**src/rtl/seg7_pkg.sv**
```systemverilog
// Shared constants for the 8-digit multiplexed 7-segment driver.
// Latency: n/a (constants only).
// Backpressure: n/a.
//
// Segment encoding is active-low {g,f,e,d,c,b,a} for a common-anode bank.
package seg7_pkg;

  localparam int unsigned NUM_DIGITS = 8;
  localparam logic [6:0]  SEG_BLANK  = 7'h7F;

  // Nibble-to-segment table; entry n sits at HEX_SEG_TABLE[n].
  localparam logic [15:0][6:0] HEX_SEG_TABLE = {
    7'h0E, 7'h06, 7'h21, 7'h46,   // F E d C
    7'h03, 7'h08, 7'h10, 7'h00,   // b A 9 8
    7'h78, 7'h02, 7'h12, 7'h19,   // 7 6 5 4
    7'h30, 7'h24, 7'h79, 7'h40    // 3 2 1 0
  };

endpackage

```
**src/rtl/hex_to_seg7.sv**
```systemverilog
// Combinational hex nibble to active-low 7-segment pattern.
// Latency: 0 cycles (pure combinational).
// Backpressure: none.
//
// Ports: i_nibble - 4-bit hex digit; o_seg - segments {g..a}, active-low.
module hex_to_seg7
  import seg7_pkg::*;
(
  input  logic [3:0] i_nibble,
  output logic [6:0] o_seg
);

  assign o_seg = HEX_SEG_TABLE[i_nibble];

endmodule

```
**src/rtl/seg7_scan.sv**
```systemverilog
// Latches a 32-bit value and scans it as 8 hex digits onto a common-anode display.
// Latency: outputs registered, one cycle after the idx/shown state they reflect.
// Backpressure: none; load is accepted every cycle, the scan free-runs.
//
// Ports: clk, rst (sync, active-high); data_in/load capture the value;
// blank_lz enables leading-zero blanking; dp_en per-digit decimal points;
// an/seg/dp drive the display pins, all active-low.
module seg7_scan
  import seg7_pkg::*;
#(
  parameter int unsigned CLK_DIV = 100000,
  parameter int unsigned DIV_W   = 24
) (
  input  logic                  clk,
  input  logic                  rst,
  input  logic [31:0]           data_in,
  input  logic                  load,
  input  logic                  blank_lz,
  input  logic [NUM_DIGITS-1:0] dp_en,
  output logic [NUM_DIGITS-1:0] an,
  output logic [6:0]            seg,
  output logic                  dp
);

  logic [31:0]           r_shown;
  logic [DIV_W-1:0]      r_pcnt;
  logic [2:0]            r_idx;
  logic [NUM_DIGITS-1:0] r_an;
  logic [6:0]            r_seg;
  logic                  r_dp;

  logic                  w_tick;
  logic [4:0]            w_bit_base;
  logic [31:0]           w_upper;
  logic                  w_blank;
  logic [3:0]            w_nibble;
  logic [6:0]            w_seg;

  assign w_tick     = (r_pcnt == DIV_W'(CLK_DIV - 1));
  assign w_bit_base = {r_idx, 2'b00};

  // Everything from the current digit upward; zero means this digit is a leading zero.
  assign w_upper  = r_shown >> w_bit_base;
  // Digit 0 is never blanked so an all-zero value still shows a single "0".
  assign w_blank  = blank_lz && (r_idx != 3'd0) && (w_upper == 32'd0);
  assign w_nibble = r_shown[w_bit_base +: 4];

  hex_to_seg7 u_hex (
    .i_nibble (w_nibble),
    .o_seg    (w_seg)
  );

  always_ff @(posedge clk) begin
    if (rst) begin
      r_shown <= 32'd0;
      r_pcnt  <= '0;
      r_idx   <= 3'd0;
      r_an    <= '1;
      r_seg   <= SEG_BLANK;
      r_dp    <= 1'b1;
    end else begin
      r_pcnt <= w_tick ? '0 : r_pcnt + DIV_W'(1);
      if (w_tick) begin
        r_idx <= r_idx + 3'd1;
      end
      if (load) begin
        r_shown <= data_in;
      end
      r_an  <= w_blank ? '1 : ~(NUM_DIGITS'(1) << r_idx);
      r_seg <= w_seg;
      r_dp  <= ~dp_en[r_idx];
    end
  end

  assign an  = r_an;
  assign seg = r_seg;
  assign dp  = r_dp;

endmodule
```
**config.mk**
```make
export PLATFORM = sky130hd
export DESIGN_NAME = seg7_scan
export DESIGN_NICKNAME = d
export VERILOG_FILES = /design/src/rtl/seg7_pkg.sv /design/src/rtl/hex_to_seg7.sv /design/src/rtl/seg7_scan.sv
export SDC_FILE = /design/constraint.sdc
export NUM_CORES = 1
export LEC_CHECK = 0
export ABC_AREA = 1
export BUFFER_PORTS_ARGS = -buffer_cell sky130_fd_sc_hd__buf_2
export CAP_MARGIN = 20
export CORE_UTILIZATION = 30
export DETAILED_ROUTE_END_ITERATION = 7
export PLACE_DENSITY_LB_ADDON = 0.1
export SYNTH_ARGS = -nofsm -noshare
export SYNTH_HDL_FRONTEND = slang
export SYNTH_SLANG_ARGS = --single-unit
```
**constraint.sdc**
```tcl
create_clock -name clk -period 1.99 [get_ports clk]
set_clock_uncertainty 0.1 [all_clocks]
set_input_delay 0 -clock clk [delete_from_list [all_inputs] [get_ports clk]]
set_output_delay 0 -clock clk [all_outputs]
set_load 0.01 [all_outputs]
```
==> results.md, run 1 <==
* Status: finished with violations
* Violations in the final reports: negative setup slack
* Setup-failing EPs final at 10
* Cell row count at 42
* Ports at 60
* Cell breakdown of the critical path: inv_8 -> nand2_1 -> nand2_2 -> o21ai_2 -> inv_2 -> o21ai_4 -> ha_4 -> nand2_2 -> nor2_1 -> o21ai_1 -> nand3b_1 -> nor2_2 -> nand3_4 -> nand3_2
* Number of antenna-violating nets in the routed design at 0
* Clock slew at the register clock pins of the worst setup and hold paths at ~0.06 ns
* Critical hold path startpoint: load
* Cell count of the worst reg-to-reg path at 14
* Total CTS buffers at 9
* Total via count after detailed routing at 4198
* Synthesized area at a little over 0.004 mm²
* Fraction of final layout cells with drive strength greater than 1 at 0.237
* Final hold slack at 0.0178 ns
* Data arrival time of the critical path at 2.26 ns
* Fraction of synthesis flops using an asynchronous set or reset pin at 0
* Hold Fails Final Rpt at 0
* Synthesis-stage register bit count at 75
* Starting density of the core at 0.307
* Sink of the worst hold path: r_shown[27]
* Worst slack after detailed placement at -0.193 ns
* Power Density at just under 700 mW/mm²
* Layout Area Growth over Synthesis at 38.0%
* GR Util All Layers at 0.176
* Period minus WS final at ~2.1 ns
* Maximum vdd ir drop at between 0.3 and 0.4 mV
* Crit path buffers/inverters at 2
* Final net count at roughly 780
* Worst max-slew margin expressed relative to the limit at 0.740
* Number of antenna violations at the first check in global routing at 0
* Total routed wire length on the met1 layer at 5860 µm
* DRC violation count after routing at 0
* Start point of the critical path: r_idx[0]
* CP endpoint kind: register
* Unrepaired setup endpoints after global routing: yes
* Max Buffers Root-to-Sink at 2
* Avg Vias per Cell at 4.62
* Leak pwr at 2.47 nW
* Global route total overflow at 0
* Cell variety after synth at 41
* Required time worst endpoint at 2.18 ns
* Die height at between 100 and 150 µm
* Synth Warn # at 0
* Clock latency at the later pin of the worst-skew pair at 0.34 ns
* Most instantiated flip-flop cell in the synthesis netlist: sky130_fd_sc_hd__dfxtp_1
* Avg Synthesized Cell Area at 6.74 µm²
* Hold/Removal Path Class: primary input to register
* Beginning of the worst register-to-register path: r_idx[0]
* Most numerous cell on the critical path: sky130_fd_sc_hd__nand2_2
* Wire length on met3 at about 500 µm
* Startpoint types: register
* Setup WS post-layout at -0.0836 ns
* Final RePlAce weighted congestion at around 0.84
* H-Tree Level Count at 3
* Floorplan die width at 118 µm
* Worst R2R End: an[0]
* Final Slew Violations at 0
* Global-route wire length before repair at 19600 µm
* Most used cells in the layout excluding fill and tap cells: sky130_fd_sc_hd__nand2_1 (124), sky130_fd_sc_hd__nor2_1 (90), sky130_fd_sc_hd__dfxtp_1 (73)
* Part of the Yosys area used for sequential elements at 0.370
* Clock tree from TritonCTS: done
* Post-Route WL at 11500 µm
* Worst Tran Pin Value at 0.386 ns
* Routed met2 length at roughly 5000 µm
* Cell type group with the largest total delay on the critical path: simple AND/OR/NAND/NOR gates
* Critical-path cell with the highest stage delay: sky130_fd_sc_hd__dfxtp_4
* CP peak stage delay at 0.44 ns
* Class of the most critical setup path: register to register
* DR iter-0 viols at 280
* Root cell of the clock tree: sky130_fd_sc_hd__clkbuf_16
* Total core area at about 0.013 mm²
* Part of the cycle the worst path needs at 1.04
* Top sig layer: met4
* Power, Total at 3.85 mW
* Die ar. at 0.0140 mm²
* Fmax achieved at between 400 and 500 MHz
* First-pass DRT Iterations at 4
* Detailed placer's ending HPWL at 8530 µm
* Average wire per cell in the routed design at 12.7 µm
* Total of fill cells in the finished design at 1456
* Total number of clock tree sinks at 75
* Final instance count without filler cells at 909
* Highest fanout seen on the critical path at 8
* Pin count of the biggest net entering global routing at 33
* Worst hold stages at 3
* Net count after synthesis at 658
* Max capacitance violation total at 0
* Mapped Cells at 602
* Number of diodes added for antenna fixing at 0
* Leading cell type in the layout, fill and taps excluded: sky130_fd_sc_hd__nand2_1
* Port Buffers at 59
* Cell count after placement at 850
* Number of enable-type register cells in the synthesized netlist at 0
* Minimum setup slack among reg-to-reg paths at -0.08 ns
* Via count of the first global-routing pass at 4127
metrics by stage:
stage,utilization,TNS [ns],instance area [µm²]
detailed placement,0.359,-1.37,4760
finish,0.423,-0.647,5600
floorplan,-,-1.00,4070
global placement,0.359,-0.879,4760
CTS,0.417,-0.870,5520
global route,0.423,-2.12,5600
layout make-up:
type,count,area [µm²],share of cell area
Multi-Input combinational cell,439,2260,0.404
Clock inverter,4,73.8,0.0132
Tap cell,176,220,0.0393
Clock buffer,12,246,0.0440
Timing Repair inverter,1,6.26,0.00112
Inverter,62,240,0.0429
Sequential cell,75,1510,0.269
Timing Repair Buffer,140,1040,0.186
repair_timing:
| item | 4_1_cts | 5_1_grt |
|---|---|---|
| resized for setup | 13 | 21 |
| endpoints found under the hold margin | 36 | 0 |
| endpoints found under the setup margin | 9 | 14 |
| pin swaps | 7 | 12 |
| hold buffers | 37 | 0 |
| gates cloned | 0 | 1 |
| buffers inserted | 4 | 1 |
sequential cells by signal, summed over array words and instances, names as in the netlist:
name	flops
dp	1
r_pcnt	24
r_shown	32
r_idx	3
an	8
seg	7
worst reg2reg max path, stage by stage (launching register included):
cell and delay, ns:
sky130_fd_sc_hd__dfxtp_4 0.44, sky130_fd_sc_hd__inv_8 0.05, sky130_fd_sc_hd__nand2_1 0.07, sky130_fd_sc_hd__nand2_2 0.06, sky130_fd_sc_hd__o21ai_2 0.14, sky130_fd_sc_hd__inv_2 0.07
sky130_fd_sc_hd__o21ai_4 0.18, sky130_fd_sc_hd__ha_4 0.16, sky130_fd_sc_hd__nand2_2 0.04, sky130_fd_sc_hd__nor2_1 0.08, sky130_fd_sc_hd__o21ai_1 0.06, sky130_fd_sc_hd__nand3b_1 0.17
sky130_fd_sc_hd__nor2_2 0.14, sky130_fd_sc_hd__nand3_4 0.16, sky130_fd_sc_hd__nand3_2 0.11
where the power goes:
part	total (mW)	switching, mW	internal, mW
Combinational	0.475	0.248	0.227
Sequential	1.61	0.0399	1.57
Clock	1.77	0.639	1.13
Total	3.85	0.927	2.93
synth_stat cells, drive strengths merged, types with 2 or more instances:
library cell / n / area (µm²)
a21oi: 32 / 160
buf: 14 / 116
clkbuf: 12 / 45.0
dfxtp: 75 / 1500
ha: 12 / 150
inv: 61 / 234
nand2: 142 / 553
nand3: 56 / 298
nand3b: 2 / 15.0
nand4: 8 / 56.3
nor2: 93 / 362
nor3: 13 / 81.3
nor3b: 3 / 22.5
nor4: 4 / 31.3
o211ai: 3 / 27.5
o21ai: 58 / 302
o221ai: 2 / 17.5
or2: 2 / 12.5
xor2: 5 / 43.8
kinds of logic after synthesis:
logic type,count (synthesis),share of synthesized area
AND/OR/NAND/NOR,324,0.354
buffers and inverters,88,0.0983
adder cells (fa/ha/maj),12,0.0370
flip-flops,75,0.370
AO/OA/AOI/OAI,98,0.130
XOR/XNOR,5,0.0108
worst max path at each step:
stage                  to  slack [ns]  depth (start not counted)
finish              an[0]       -0.08                         14
global route        an[0]       -0.22                         14
CTS                 an[3]       -0.13                         15
detailed placement  an[3]       -0.19                         13
global placement    an[1]       -0.11                         13
floorplan           an[7]       -0.13                         17
per-layer routing:
metal  track usage  up-vias
met5             0        -
met4        0.0777        0
met3        0.0328       14
met2         0.272       89
met1         0.239     1892
li1              -     2203
Note: power is estimated with default switching activity, not from simulation.
==> run 2, diff against run 1 <==
--- a/config.mk
+++ b/config.mk
@@ -8,7 +8,9 @@
 export ABC_AREA = 1
 export BUFFER_PORTS_ARGS = -buffer_cell sky130_fd_sc_hd__buf_2
 export CAP_MARGIN = 20
-export CORE_UTILIZATION = 30
+export CELL_PAD_IN_SITES_DETAIL_PLACEMENT = 0
+export CELL_PAD_IN_SITES_GLOBAL_PLACEMENT = 1
+export CORE_UTILIZATION = 35
 export DETAILED_ROUTE_END_ITERATION = 7
 export PLACE_DENSITY_LB_ADDON = 0.1
 export SYNTH_ARGS = -nofsm -noshare
==> run 2 against run 1 <==
The run still ends with negative setup slack left. Register-to-register slack barely moved. Combinational power about the same. Hold slack better by 0.0039 ns. Final area shrank 1.6%. Routed wire length decreased by 2.3%. Critical endpoint is now an[2].
==> results.md, run 2 (synthesized netlist as in run 1, its figures left out) <==
* Number of diodes added for antenna fixing at 0 (unchanged)
* GR Util All Layers at 0.206 (+0.0300)
* Via count of the first global-routing pass at 4121 (-0.15%)
* Switching Share at 0.256 (+0.0152)
* Period minus WS final at 2.09 ns (+0.0135 ns)
* CP endpoint kind: register
* Global-route wire length before repair at 19100 µm (-2.4%)
* Most numerous cell on the critical path: sky130_fd_sc_hd__nand2_2
* Max capacitance violation total at 0 (unchanged)
* Total core area at 0.0111 mm² (-16%)
* Global route total overflow at 0 (unchanged)
* Worst Tran Pin Value at 0.419 ns (+0.0325 ns)
* Final RePlAce weighted congestion at 0.827 (-1.1%)
* DRC violation count after routing at 0 (unchanged)
* Number of antenna-violating nets in the routed design at 0 (unchanged)
* Detailed placer's ending HPWL at 8320 µm (-2.5%)
* Share of total power in combinational logic at 0.130 (+0.007)
* Average wire per cell in the routed design at 13.0 µm (+2.7%)
* Final instance count without filler cells at 865 (-4.8%)
* Power, Total at 3.69 mW (-4.3%)
* Number of antenna violations at the first check in global routing at 0 (unchanged)
* Clock slew at the register clock pins of the worst setup and hold paths at 0.06 ns (about the same)
* Power Density at 669 mW/mm² (-2.8%)
* Highest fanout seen on the critical path at 8 (unchanged)
* Cell count after placement at 806 (-5.2%)
* Total via count after detailed routing at 4186 (-0.29%)
* Sequential Power Share at 0.436 (+0.019)
* Clk network pwr share at 0.435 (-0.025)
* Critical-path cell with the highest stage delay: sky130_fd_sc_hd__dfxtp_4
* Fraction of final layout cells with drive strength greater than 1 at 0.241 (+0.00400)
* Clock latency at the later pin of the worst-skew pair at 0.35 ns (about the same)
* CP peak stage delay at 0.41 ns (-0.03 ns)
* Max FFs per register at 32 (unchanged)
* Leak pwr at 2.45 nW (-1.1%)
* Die height at 110 µm (-7.3%)
* Hold/Removal Path Class: primary input to register
* Final Slew Violations at 0 (unchanged)
* Status: finished with violations
* Maximum vdd ir drop at 0.575 mV (+78%)
* Starting density of the core at 0.367 (+0.0599)
* H-Tree Level Count at 3 (unchanged)
* Part of the cycle the worst path needs at 1.05 (+0.00677)
* Port Buffers at 59 (unchanged)
* Cell type group with the largest total delay on the critical path: simple AND/OR/NAND/NOR gates
* Fmax achieved at 479 MHz (-0.65%)
* Setup-failing EPs final at 10 (unchanged)
* Total number of clock tree sinks at 75 (unchanged)
* Ports at 60 (unchanged)
* Floorplan die width at 110 µm (-7.3%)
* Root cell of the clock tree: sky130_fd_sc_hd__clkbuf_16
* Startpoint types: register
* Cell row count at 38 (-9.5%)
* Setup WS post-layout at -0.0971 ns (-0.0135 ns)
* Cell breakdown of the critical path: buf_6 -> nand2_1 -> nand2_2 -> nand2_2 -> o21ai_4 -> inv_2 -> o21ai_4 -> ha_4 -> nand2_2 -> nor2_1 -> o21ai_1 -> nand3b_1 -> nor2_2 -> nand3_4 -> nand3_1
* Internal cell power at 2.74 mW (-6.2%)
* Pin count of the biggest net entering global routing at 42 (+27%)
* Violations in the final reports: negative setup slack
* Final net count at 777 (-0.89%)
* Leading cell type in the layout, fill and taps excluded: sky130_fd_sc_hd__nand2_1
* Unrepaired setup endpoints after global routing: yes
* DR iter-0 viols at 180 (-36%)
* Avg Vias per Cell at 4.84 (+4.8%)
* Worst max-slew margin expressed relative to the limit at 0.718 (-0.0218)
* Layout Area Growth over Synthesis at 35.8%
* First-pass DRT Iterations at 4 (unchanged)
* Total of fill cells in the finished design at 1151 (-21%)
* Hold Fails Final Rpt at 0 (unchanged)
* Most used cells in the layout excluding fill and tap cells: sky130_fd_sc_hd__nand2_1 (120), sky130_fd_sc_hd__nor2_1 (89), sky130_fd_sc_hd__dfxtp_1 (73)
* Clock tree from TritonCTS: done
* Post-Route WL at 11300 µm (-2.3%)
* Crit path buffers/inverters at 2 (unchanged)
* Data arrival time of the critical path at 2.28 ns (+0.02 ns)
* Class of the most critical setup path: register to register
* Switching Power at 0.944 mW (+1.8%)
* Top reg by flops: r_shown
* Max Buffers Root-to-Sink at 2 (unchanged)
* Required time worst endpoint at 2.18 ns (about the same)
* Total CTS buffers at 9 (unchanged)
* Die ar. at 0.0120 mm² (-14%)
run 2: cell type report:
cell class	instances	area, µm²	area share
Sequential cell	75	1510	0.273
Clock inverter	6	57.6	0.0104
Timing Repair inverter	1	11.3	0.00204
Multi-Input combinational cell	439	2300	0.418
Tap cell	140	175	0.0318
Clock buffer	9	225	0.0408
Inverter	62	243	0.0440
Timing Repair Buffer	133	992	0.180
run 2: power by group through the flow:
stage	registers, mW	logic, mW	clock network, mW
floorplan	1.64	0.229	0
global placement	1.64	0.385	0
detailed placement	1.64	0.386	0
CTS	1.60	0.449	1.65
global route	1.61	0.542	1.70
finish	1.61	0.478	1.60
run 2: through the flow:
stage / hold slack [ns] / TNS [ns] / cell area [µm²] / setup WS (ns) / util
6_report: 0.0217 / -0.824 / 5520 / -0.0971 / 0.498
3_5_place_dp: 0.129 / -1.25 / 4650 / -0.161 / 0.420
4_1_cts: 0.00609 / -0.626 / 5350 / -0.0867 / 0.483
2_1_floorplan: -0.00423 / -1.00 / 4070 / -0.127 / -
3_3_place_gp: 0.122 / -0.473 / 4650 / -0.0600 / 0.420
5_1_grt: 0.0528 / -2.53 / 5520 / -0.245 / 0.498
run 2: metal layers:
| metal | global-route usage | wire length [µm] | part of all wire |
|---|---|---|---|
| met4 | 0.0743 | 248 | 0.022 |
| met5 | 0 | 0 | 0 |
| met2 | 0.348 | 5230 | 0.46 |
| met1 | 0.257 | 5430 | 0.48 |
| met3 | 0.0462 | 381 | 0.034 |
run 2: worst min-delay path: cells and delay by family:
family	cells	cell delay [ns]
AOI/OAI and AO/OA	1	0.18
buffers and inverters	1	0.20
and+or+nand+nor	1	0.04
run 2: final timing paths:
kind | from | slack [ns] | cells past startpoint | end
setup / recovery | r_idx[0] | -0.1 | 15 | an[2]
hold / removal | load | 0.02 | 3 | r_shown[26]
setup reg to reg | r_idx[0] | -0.1 | 15 | an[2]
hold reg to reg | r_shown[18] | 0.37 | 2 | r_shown[18]
run 2: repair_timing:
action                                  CTS  global route
gates cloned                              0             1
pin swaps                                 1             4
hold buffers                             34             0
gates resized for setup                  13            40
hold endpoints to repair                 36             0
buffers inserted                          5             4
endpoints found under the setup margin   11            14
==> run 3, diff against run 2 <==
--- a/config.mk
+++ b/config.mk
@@ -5,7 +5,6 @@
 export SDC_FILE = /design/constraint.sdc
 export NUM_CORES = 1
 export LEC_CHECK = 0
-export ABC_AREA = 1
 export BUFFER_PORTS_ARGS = -buffer_cell sky130_fd_sc_hd__buf_2
 export CAP_MARGIN = 20
 export CELL_PAD_IN_SITES_DETAIL_PLACEMENT = 0
==> run 3 against run 2 <==
The run still ends with negative setup slack left. Critical path depth shrank 7. Count of clock-buffer cells in the layout grew 2. Largest cell class unchanged. Worst setup slack lost 0.37 ns.
==> results.md, run 3 <==
* Cell row count at 36 (-5.3%)
* Crit path buffers/inverters at 1 (-1)
* Port Buffers at 59 (unchanged)
* Synth cell count leaders: sky130_fd_sc_hd__dfxtp_1 (75), sky130_fd_sc_hd__nor2_1 (69), sky130_fd_sc_hd__mux2i_1 (38)
* Number of antenna violations at the first check in global routing at 0 (unchanged)
* Total CTS buffers at 9 (unchanged)
* Synthesized area at 0.00354 mm² (-13%)
* Status: finished with violations
* GR Util All Layers at 0.187 (-0.0194)
* Cell breakdown of the critical path: mux4_2 -> mux2_4 -> inv_4 -> ha_4 -> nand2_2 -> a221o_1 -> a2111o_1 -> o211ai_1
* Max Buffers Root-to-Sink at 2 (unchanged)
* Post-Route WL at 9130 µm (-19%)
* Net count after synthesis at 427 (-35%)
* Cell type group with the largest total delay on the critical path: compound AO/OA/AOI/OAI gates
* Mapped Cells at 371 (-38%)
* Data arrival time of the critical path at 2.62 ns (+0.34 ns)
* DR iter-0 viols at 83 (-54%)
* Cell count of the worst reg-to-reg path at 8 (-7)
* CP endpoint kind: register
* Area leader, netlist: sky130_fd_sc_hd__dfxtp_1
* Die height at 103 µm (-6.5%)
* Sink of the worst hold path: dp
* Max FFs per register at 32 (unchanged)
* Number of antenna-violating nets in the routed design at 0 (unchanged)
* Part of the Yosys area used for sequential elements at 0.424 (+0.0541)
* Worst max-slew margin expressed relative to the limit at 0.771 (+0.0523)
* Total number of clock tree sinks at 75 (unchanged)
* Cell count after placement at 596 (-26%)
* Unrepaired setup endpoints after global routing: yes
* Fmax achieved at 408 MHz (-15%)
* Class of the most critical setup path: register to register
* Max capacitance violation total at 0 (unchanged)
* Worst slack after detailed placement at -0.592 ns (-0.431 ns)
* Maximum vdd ir drop at 0.392 mV (-32%)
* Global-route wire length before repair at 14800 µm (-23%)
* Violations in the final reports: negative setup slack
* Cell variety after synth at 48 (+17%)
* Final Slew Violations at 0 (unchanged)
* Beginning of the worst register-to-register path: r_idx[0]
* Critical-path cell with the highest stage delay: sky130_fd_sc_hd__mux4_2
* Synth Warn # at 0 (unchanged)
* Global route total overflow at 0 (unchanged)
* Most used cells in the layout excluding fill and tap cells: sky130_fd_sc_hd__dfxtp_1 (74), sky130_fd_sc_hd__nor2_1 (67), sky130_fd_sc_hd__buf_4 (62)
* Critical hold path startpoint: dp_en[4]
* Ranking of synthesized cells by area: sky130_fd_sc_hd__dfxtp_1 (42%), sky130_fd_sc_hd__mux2i_1 (11%), sky130_fd_sc_hd__nor2_1 (7.3%)
* Part of the cycle the worst path needs at 1.23 (+0.184)
* Total of fill cells in the finished design at 942 (-18%)
* Final instance count without filler cells at 660 (-24%)
* Power, Total at 3.35 mW (-9.2%)
* Pin count of the biggest net entering global routing at 33 (-21%)
* Switching Share at 0.243 (-0.0133)
* Top reg by flops: r_shown
* Switching Power at 0.812 mW (-14%)
* Clock latency at the later pin of the worst-skew pair at 0.36 ns (about the same)
* Share of Yosys cell area claimed by the top area cell type at 0.424 (+0.0541)
* Number of enable-type register cells in the synthesized netlist at 0 (unchanged)
* Total core area at 0.00977 mm² (-12%)
* Clock tree from TritonCTS: done
* Starting density of the core at 0.362 (-0.00411)
* Final core occ at 0.522 (+0.0245)
* Via count of the first global-routing pass at 3051 (-26%)
* CP peak stage delay at 0.51 ns (+0.10 ns)
* Sequential Power Share at 0.476 (+0.040)
* Setup_tns at -3.59 ns (-2.76 ns)
* Period minus WS final at 2.45 ns (+0.367 ns)
* Synthesis-stage register bit count at 75 (unchanged)
* Startpoint types: register
* Ports at 60 (unchanged)
* Total via count after detailed routing at 3127 (-25%)
* DRC violation count after routing at 0 (unchanged)
* Power Density at 656 mW/mm² (-1.9%)
* Avg Vias per Cell at 4.74 (-2.1%)
* Internal cell power at 2.54 mW (-7.6%)
* Number of diodes added for antenna fixing at 0 (unchanged)
* Setup-failing EPs final at 14 (+4)
* Root cell of the clock tree: sky130_fd_sc_hd__clkbuf_8
* Worst R2R End: an[2]
* Floorplan die width at 103 µm (-6.5%)
* Leading cell type in the layout, fill and taps excluded: sky130_fd_sc_hd__dfxtp_1
* Clk network pwr share at 0.378 (-0.057)
* Layout Area Growth over Synthesis at 44.2%
* Worst Tran Pin Value at 0.342 ns (-0.0767 ns)
* Leading cell type by number of instances after synthesis: sky130_fd_sc_hd__dfxtp_1
* Minimum setup slack among reg-to-reg paths at -0.46 ns (-0.37 ns)
* Avg Synthesized Cell Area at 9.55 µm² (+42%)
* Leak pwr at 2.14 nW (-12%)
* Final RePlAce weighted congestion at 0.817 (-1.2%)
* First-pass DRT Iterations at 4 (unchanged)
* H-Tree Level Count at 3 (unchanged)
* Average wire per cell in the routed design at 13.8 µm (+6.0%)
* Fraction of synthesis flops using an asynchronous set or reset pin at 0 (unchanged)
* Fraction of final layout cells with drive strength greater than 1 at 0.324 (+0.0831)
* Setup WS post-layout at -0.464 ns (-0.367 ns)
* Die ar. at 0.0105 mm² (-13%)
* Share of total power in combinational logic at 0.146 (+0.016)
* Worst hold stages at 5 (+2)
* Hold/Removal Path Class: primary input to register
* Highest fanout seen on the critical path at 6 (-2)
* Final net count at 578 (-26%)
* Hold Fails Final Rpt at 0 (unchanged)
* Most instantiated flip-flop cell in the synthesis netlist: sky130_fd_sc_hd__dfxtp_1
* Clock slew at the register clock pins of the worst setup and hold paths at 0.08 ns (+0.02 ns)
* Required time worst endpoint at 2.16 ns (-0.02 ns)
* Detailed placer's ending HPWL at 6470 µm (-22%)
-- run 3: cell families (layout without fill, tap and decap cells) --
family	Yosys count	after routing	synth area share
AND/OR/NAND/NOR	144	144	0.191
flip-flops	75	75	0.424
multiplexers	51	51	0.184
buffers and inverters	35	191	0.0406
AO/OA/AOI/OAI	31	31	0.0615
XOR/XNOR	23	23	0.0569
adder cells (fa/ha/maj)	12	12	0.0424
-- run 3: cell type report --
cell class                 count  area [µm²]  area share
clock inverter                 5        77.6      0.0152
sequential                    75        1510       0.295
multi-input combinational    261        1970       0.387
tap                          133         166      0.0326
inverter                      14        55.1      0.0108
timing repair buffer         161        1200       0.234
clock buffer                  11         131      0.0257
-- run 3: per-layer routing --
metal | wire, µm | up-vias | GRT usage
li1 | - | 1599 | -
met1 | 4390 | 1442 | 0.243
met2 | 4270 | 74 | 0.305
met3 | 330 | 12 | 0.0332
met4 | 138 | 0 | 0.0791
met5 | 0 | - | 0
-- run 3: tightest hold or removal path, delay by kind of cell --
family,cells,cell delay (ns)
buf+inv,1,0.07
mux,1,0.22
simple gates,3,0.14
-- run 3: metrics by stage --
step | hold WS [ns] | instance area, µm²
2_1_floorplan | 0.0469 | 3580
6_report | 0.0190 | 5110
5_1_grt | 0.0232 | 5110
3_5_place_dp | 0.139 | 4380
4_1_cts | 0.00144 | 5060
3_3_place_gp | 0.134 | 4380
-- run 3: worst max-delay path by stage --
stage / start / to / slack, ns / cells after the start
3_3_place_gp: r_idx[0] / an[1] / -0.54 / 8
6_report: r_idx[0] / an[2] / -0.46 / 8
2_1_floorplan: r_idx[0] / an[1] / -0.63 / 9
3_5_place_dp: r_idx[0] / an[2] / -0.59 / 8
5_1_grt: r_idx[0] / an[2] / -0.58 / 8
4_1_cts: r_idx[0] / an[2] / -0.45 / 8
-- run 3: timing repair --
| action | in CTS | in global routing |
|---|---|---|
| setup endpoints to repair | 14 | 14 |
| cloned | 1 | 1 |
| buffers inserted | 8 | 7 |
| endpoints found under the hold margin | 42 | 0 |
| pin swaps | 6 | 3 |
| hold buffers | 33 | 0 |
| resized for setup | 18 | 3 |
-- run 3: power by group through the flow --
stage / clock network [mW] / logic [mW] / registers [mW]
2_1_floorplan: 0 / 0.213 / 1.63
3_3_place_gp: 0 / 0.408 / 1.63
3_5_place_dp: 0 / 0.408 / 1.63
4_1_cts: 1.31 / 0.484 / 1.59
5_1_grt: 1.39 / 0.537 / 1.60
6_report: 1.27 / 0.490 / 1.59
